### config.mk
export PLATFORM = sky130hd
export DESIGN_NAME = frequency_divider
export DESIGN_NICKNAME = d
export VERILOG_FILES = /design/src/rtl/frequency_divider.sv
export SDC_FILE = /design/constraint.sdc
export NUM_CORES = 1
export LEC_CHECK = 0
export CORE_UTILIZATION = 55
export CTS_CLUSTER_DIAMETER = 80
export DETAILED_ROUTE_END_ITERATION = 7
export PLACE_DENSITY = 0.8
export SYNTH_ARGS = -nofsm -noshare
export SYNTH_HDL_FRONTEND = slang
export SYNTH_SLANG_ARGS = --single-unit
### constraint.sdc
create_clock -name clk -period 3.3 [get_ports clk]
set_input_delay 0.825 -clock clk [delete_from_list [all_inputs] [get_ports clk]]
set_output_delay 0.825 -clock clk [all_outputs]
set_load 0.005 [all_outputs]
### src/rtl/frequency_divider.sv
// frequency_divider: fractional-accumulator square-wave tone generator (no divider).
// Optional FREQDIV_RESYNC_EN: restart from a clean low phase whenever frequency changes.
module frequency_divider #(
    parameter int CLK_HZ = 50_000_000,
    parameter int FREQ_W = 11
) (
    input  logic              clk,
    input  logic              rst_n,
    input  logic [FREQ_W-1:0] frequency,
    output logic              clk_out
);
    // acc stays below CLK_HZ, so acc + largest step must fit without wrapping.
    localparam int ACC_MAX = CLK_HZ + (32'd2 * ((32'd1 << FREQ_W) - 32'd1));
    localparam int ACC_W   = $clog2(ACC_MAX + 32'd1);
    localparam logic [ACC_W-1:0] LIMIT = ACC_W'(CLK_HZ);

    logic [ACC_W-1:0] acc_r;
    logic [ACC_W-1:0] step_s;
    logic [ACC_W-1:0] sum_s;
    logic [ACC_W-1:0] acc_nxt_s;
    logic             clk_out_r;
    logic             clk_out_nxt_s;

`ifdef FREQDIV_RESYNC_EN
    logic [FREQ_W-1:0] prev_freq_r;
    logic              prev_valid_r;
    logic              resync_s;

    // prev_valid_r keeps the first edge after reset from being seen as a change.
    assign resync_s = prev_valid_r && (frequency != prev_freq_r);
`endif

    assign step_s  = ACC_W'({frequency, 1'b0});
    assign sum_s   = acc_r + step_s;
    assign clk_out = clk_out_r;

    // Next-state selection: silence, clamp to clk/2, wrap-and-toggle, or accumulate.
    always_comb begin
        acc_nxt_s     = acc_r;
        clk_out_nxt_s = clk_out_r;
`ifdef FREQDIV_RESYNC_EN
        if (resync_s) begin
            acc_nxt_s     = {ACC_W{1'b0}};
            clk_out_nxt_s = 1'b0;
        end else
`endif
        if (frequency == {FREQ_W{1'b0}}) begin
            acc_nxt_s     = {ACC_W{1'b0}};
            clk_out_nxt_s = 1'b0;
        end else if (step_s >= LIMIT) begin
            acc_nxt_s     = {ACC_W{1'b0}};
            clk_out_nxt_s = ~clk_out_r;
        end else if (sum_s >= LIMIT) begin
            acc_nxt_s     = sum_s - LIMIT;
            clk_out_nxt_s = ~clk_out_r;
        end else begin
            acc_nxt_s     = sum_s;
            clk_out_nxt_s = clk_out_r;
        end
    end

    // Accumulator and output phase registers; reset returns to silent low phase.
    always_ff @(posedge clk or negedge rst_n) begin
        if (!rst_n) begin
            acc_r     <= {ACC_W{1'b0}};
            clk_out_r <= 1'b0;
        end else begin
            acc_r     <= acc_nxt_s;
            clk_out_r <= clk_out_nxt_s;
        end
    end

`ifdef FREQDIV_RESYNC_EN
    // Remember the frequency seen on the previous edge for change detection.
    always_ff @(posedge clk or negedge rst_n) begin
        if (!rst_n) begin
            prev_freq_r  <= {FREQ_W{1'b0}};
            prev_valid_r <= 1'b0;
        end else begin
            prev_freq_r  <= frequency;
            prev_valid_r <= 1'b1;
        end
    end
`endif

endmodule

==> run summary, run 1 <==
The die is between 60 and 70 um wide. The effective utilization at floorplan came out at 59.00%. The tree is rooted in a sky130_fd_sc_hd__clkbuf_8. Once global-route timing repair stopped, the endpoint with the least setup slack was acc_r[11]$_DFF_PN0_/D. The stage where the run came to a stop is global routing (5_1_grt). The Yosys step of the flow raised 0 warnings. The H-tree level count is 1.

The portion of synthesized cell area occupied by the leading cell type came out at a little over a quarter. For this run, the leading register cell type out of synthesis is sky130_fd_sc_hd__dfrtp_1. The number of placed I/O pins is 14. The clock net in this run drives a total of 26 sinks. The run stopped with a tool error. The number of enable-type register cells in the synthesized netlist is 0.

Yosys instantiated no cell more often than sky130_fd_sc_hd__nand2_1. Ranked by total cell area, the synthesized netlist is headed by sky130_fd_sc_hd__dfrtp_1 27%, sky130_fd_sc_hd__ha_1 6.1%, sky130_fd_sc_hd__mux2i_1 4.9%. The register bit count reported by yosys came out at 26. The share of the Yosys chip area taken by registers is around a quarter. The estimated wirelength of the detail-placed design is 5.938 mm. The total clock buffers created by CTS came out at 3. The number of different library cells in the post-synthesis netlist is 57. The mean cell area of the mapped netlist came out at ~8.7 um^2. At the end of routability-driven placement, the weighted congestion stood at approximately 0.9. Counting every instance in the synthesized netlist gives ~280. Ranked by instance count, the synthesized netlist is headed by 27 x sky130_fd_sc_hd__nand2_1, 26 x sky130_fd_sc_hd__dfrtp_1, 19 x sky130_fd_sc_hd__a21oi_1. After the last repair the worst path ends at a register input. After synthesis the cells add up to between 2000 and 2500 um^2.

The largest net degree at the start of global routing came out at 27. The dominant cell type by area after synthesis is sky130_fd_sc_hd__dfrtp_1. The tool reported: "[ERROR DPL-0038] Utilization greater than 100%, impossible to legalize". Counting along the longest clock path gives a buffer depth of 2.

In this run the vertical extent of the chip is roughly 70 um. The number of nets in the synthesized netlist came out at between 300 and 400. The number of core rows came out at 23. The number of buffers added on ports came out at 13. The proportion of register bits with asynchronous set or reset after synthesis came out at between 90% and 100%. The total of hold buffers inserted after clock tree synthesis came out at 0.
-- logic make-up after synthesis --
| group | Yosys count | synth area share, % |
|---|---|---|
| xor gates and xnor gates | 17 | 6.090 |
| adders and majority gates | 13 | 6.960 |
| muxes | 12 | 4.913 |
| buffers and inverters | 19 | 3.838 |
| and+or+nand+nor | 117 | 26.56 |
| AOI/OAI and AO/OA | 78 | 25.03 |
| DFF | 26 | 26.61 |
-- per-stage QoR --
| stage | area (um^2) | setup TNS [ps] | setup WS (ps) | cells | hold slack [ps] |
|---|---|---|---|---|---|
| 4_1_cts | 3879 | -8168 | -545.6 | 448 | 645.2 |
| 3_3_place_gp | 3377 | -20480 | -1119 | 422 | 609.2 |
| 2_1_floorplan | 2587 | -7522 | -483.6 | 282 | 529.4 |
| 3_5_place_dp | 3377 | -22320 | -1221 | 422 | 621.5 |
-- timing repair --
action                                  in CTS
resized for setup                           67
setup buffers                               23
endpoints found under the setup margin      20
pin swaps                                   45
==> run 2: changes to the inputs <==
--- a/config.mk
+++ b/config.mk
@@ -5,10 +5,9 @@
 export SDC_FILE = /design/constraint.sdc
 export NUM_CORES = 1
 export LEC_CHECK = 0
-export CORE_UTILIZATION = 55
-export CTS_CLUSTER_DIAMETER = 80
+export CORE_UTILIZATION = 40
 export DETAILED_ROUTE_END_ITERATION = 7
-export PLACE_DENSITY = 0.8
+export PLACE_DENSITY_LB_ADDON = 0.15
 export SYNTH_ARGS = -nofsm -noshare
 export SYNTH_HDL_FRONTEND = slang
 export SYNTH_SLANG_ARGS = --single-unit
==> constraint.sdc (replaced) <==
create_clock -name clk -period 4.3 [get_ports clk]
set_input_delay 1.075 -clock clk [delete_from_list [all_inputs] [get_ports clk]]
set_output_delay 1.075 -clock clk [all_outputs]
set_load 0.005 [all_outputs]
==> run 2 against run 1 <==
The run now ends clean; area after synthesis is the same; synthesized cell count is the same.
==> run summary, run 2 <==
The number of antenna violations at the first check in global routing came out at 0. The first global-routing pass estimated approximately 12 mm of wire. At the later pin of the worst-skew pair, clock insertion delay measures approximately 290 ps. The portion of synthesized cell area occupied by the leading cell type came out at 26.61%. The number of buffers added on ports is 13. The floorplan core area came out at approximately 5900 um^2. The clock transition at the register clock pins on the worst setup and hold paths after CTS came out at 100 ps. The first routing iteration left 125 violations. At the end of routability-driven placement, the weighted congestion stood at between 0.8 and 0.9. The cell with the most instances on the worst path is sky130_fd_sc_hd__inv_1.

The setup path with the least slack is of type in -> reg. Hold is met by around 620 ps. The number of cells produced by synthesis is around 280. The number of iterations in the first detailed-routing pass is 4. Detailed placement finished with a half-perimeter wire length of approximately 5.4 mm. The setup check on the worst reg-to-reg path leaves a slack of a little under 700 ps.

The final non-filler cell total is about 470. Relative to the synthesized area, the layout overhead comes to 49.39%. The clock tree root driver cell is sky130_fd_sc_hd__clkbuf_8. The setup-violating endpoint count in the final report came out at 0.

Counting instances in the post-synthesis netlist gives the leading cell types as 27 x sky130_fd_sc_hd__nand2_1, 26 x sky130_fd_sc_hd__dfrtp_1, 19 x sky130_fd_sc_hd__a21oi_1. The die boundary width came out at ~80 um. Ranked by flip-flop count, first place goes to acc_r. Across the run, the number of max-cap violations was 0. The register with the most flip-flops in the layout has 25 of them.

After detailed routing, the average wire length per cell comes to about 16 um. The instance area at placement is roughly 3300 um^2. The largest stage delay on the critical path is 470 ps. The number of vias per cell after detailed routing came out at around 5.5.

TritonCTS built the clock tree. Once layout is complete, the utilization of the core stands at between 60% and 70%. The endpoint class of the critical path is a flop.

In the final layout, the share of cells above drive strength 1 is about two fifths. When the netlist entered floorplanning its net count stood at about 310. The transition time of the tightest slew-check pin is 542.3 ps. The mean cell area of the mapped netlist is about 8.7 um^2. The largest net degree at the start of global routing is 28. The number of antenna diodes is 0. Once placement completed, the tool counted placed cells totaling 445.

The via count of the routed design came out at roughly 2,600. The count of nets after finishing came out at 420. The via count of the first global-routing pass came out at around 2,500. The data arrival at the endpoint of the critical path came out at roughly 4400 ps. The number of different library cells in the post-synthesis netlist is 57. The maximum count of clock buffers along a single path is 2.

The H-tree level count came out at 1. The number of core rows is 28. The leakage power is between 1.5 and 2 nW.

The flow ran to the end, and the final reports show no timing, DRC or antenna violations. After synthesis, the share of flip-flops with an asynchronous set or reset is 100.0%. The dominant cell type by area after synthesis is sky130_fd_sc_hd__dfrtp_1. The power density relative to cell area is 721.9 nW/um^2. For this run the aggregate overflow at the end of global routing stands at 0. The final max-slew violation count came to 0.

In this run the cell area of the synthesized design comes to approximately 2400 um^2. The number of remaining DRC errors came out at 0. The die area came out at around 6400 um^2. The critical path contains buffers and inverters numbering 6 combined. Setup repair after global routing could not meet its margin everywhere. Leaving out fill and tap cells, the most frequent cell in the layout is sky130_fd_sc_hd__buf_4.

The total clock buffers created by CTS is 3. The largest vdd supply drop came out at about 0.4 mV. The type of the worst min-delay path is reg -> reg. The clock arrives with 5.346 ps of skew. The worst slack at placement is -512.2 ps. The remaining max-slew budget at the tightest pin is ~64%. Counting flops with a built-in enable in the synthesized netlist gives 0.

The wire length reported by the detailed router came out at 7.462 mm. Once detail routing completed, the nets flagged for antenna violations numbered 0. The final non-filler cell area came out at between 3000 and 4000 um^2. The count of warnings emitted by yosys is 0. The period utilization came out at a little over nine tenths. The library cell contributing the largest single delay on the critical path is sky130_fd_sc_hd__clkdlybuf4s50_1.

The total of hold buffers inserted after clock tree synthesis is 0. The number of placed I/O pins came out at 14. Among all flip-flop cells after synthesis, the most frequent one is sky130_fd_sc_hd__dfrtp_1.

The worst setup path is launched from an input port. The smallest clock period supported by the final layout is computed as roughly 4200 ps. Counting flops and latches in the post-synthesis netlist gives 26. The top cell types in the final layout, fill and taps aside, are 101 x sky130_fd_sc_hd__buf_4, 26 x sky130_fd_sc_hd__nand2_1, 26 x sky130_fd_sc_hd__dfrtp_1, 15 x sky130_fd_sc_hd__nor2_1, 14 x sky130_fd_sc_hd__a21oi_1. The cell class contributing the biggest share of worst-path delay is compound AO/OA/AOI/OAI gates. The tree built by TritonCTS fans out to 26 sinks. The total global routing track utilization is between 20% and 30%. Timing would allow up to around 240 MHz. Ranked by total cell area, the synthesized netlist is headed by sky130_fd_sc_hd__dfrtp_1 27%, sky130_fd_sc_hd__ha_1 6.1%, sky130_fd_sc_hd__mux2i_1 4.9%. The largest fanout of any net on the critical path came out at 4.

Once routing completed, OpenROAD measured the worst setup slack at 102.5 ps. The count of endpoints failing hold in the final timing report is 0. The initial utilization of the core area, before any placement, comes to about two fifths. The die height is 80.18 um. The post-synthesis sequential area ratio came out at about a quarter. The endpoint required time on the critical path is 4520 ps. Walking the worst path, the cells encountered are clkdlybuf4s50_1, ha_4, o211ai_1, o21a_1, buf_4, a221o_1, nand2_2, inv_1, ha_1, inv_1, or4_1, inv_1, o21ai_2, a21oi_2, buf_4, a2111oi_2, mux2i_1.

By instance count, the leading cell after synthesis is sky130_fd_sc_hd__nand2_1.
run 2: timing repair:
item | in CTS | in global routing
cloned | 1 | 0
resized for setup | 19 | 27
setup buffers | 9 | 9
pin swaps | 16 | 24
endpoints found under the setup margin | 20 | 20
run 2: area by class of cell:
| class | instances | area, um^2 |
|---|---|---|
| well taps | 75 | 93.84 |
| repair buffers | 117 | 918.4 |
| multi-input cells | 238 | 1904 |
| flip-flops and latches | 26 | 650.6 |
| clock buffers | 4 | 55.05 |
| fillers | 504 | 2268 |
| inverters | 8 | 30.03 |
run 2: worst paths after layout:
check	endpoint	from	depth (start not counted)
max	acc_r[21]	frequency[4]	17
min	acc_r[1]	acc_r[1]	2
max reg2reg	acc_r[23]	acc_r[1]	13
min reg2reg	acc_r[1]	acc_r[1]	2
max in group asynchronous	acc_r[5]	rst_n	2
min in group asynchronous	acc_r[13]	rst_n	2
run 2: through the flow:
step / power [mW] / setup TNS, ps
6_report: 2.637 / 0
5_1_grt: 2.821 / -207.9
4_1_cts: 2.441 / 0
3_5_place_dp: 2.124 / -8834
3_3_place_gp: 2.104 / -7355
2_1_floorplan: 1.369 / 0
run 2: worst min-delay path: cells and delay by family (launching register included):
kind | cells | cell delay (ps)
flip-flops | 1 | 340
adder cells (fa/ha/maj) | 1 | 150
AND/OR/NAND/NOR | 1 | 110
run 2: metal layers:
metal	part of all wire (%)	global-route usage (%)	vias up	wire length (um)
li1	-	-	1279	-
met3	3.4	2.045	7	254
met1	48	33.45	1241	3575
met5	0	0	-	0
met2	47	40.77	44	3531
met4	1.3	5.179	0	100
run 2: kinds of logic after synthesis:
family	synth area share, %
DFF	26.61
adders and majority gates	6.960
buffers and inverters	3.838
and+or+nand+nor	26.56
AOI/OAI and AO/OA	25.03
xor gates and xnor gates	6.090
muxes	4.913
run 2: report_power, final:
group | switching [mW] | internal, mW | leakage (nW)
Combinational | 0.995 | 1.05 | 1.28
Sequential | 0.0851 | 0.336 | 0.323
Clock | 0.0881 | 0.0823 | 0.0288
No activity file was read; power rests on OpenSTA's default activity.
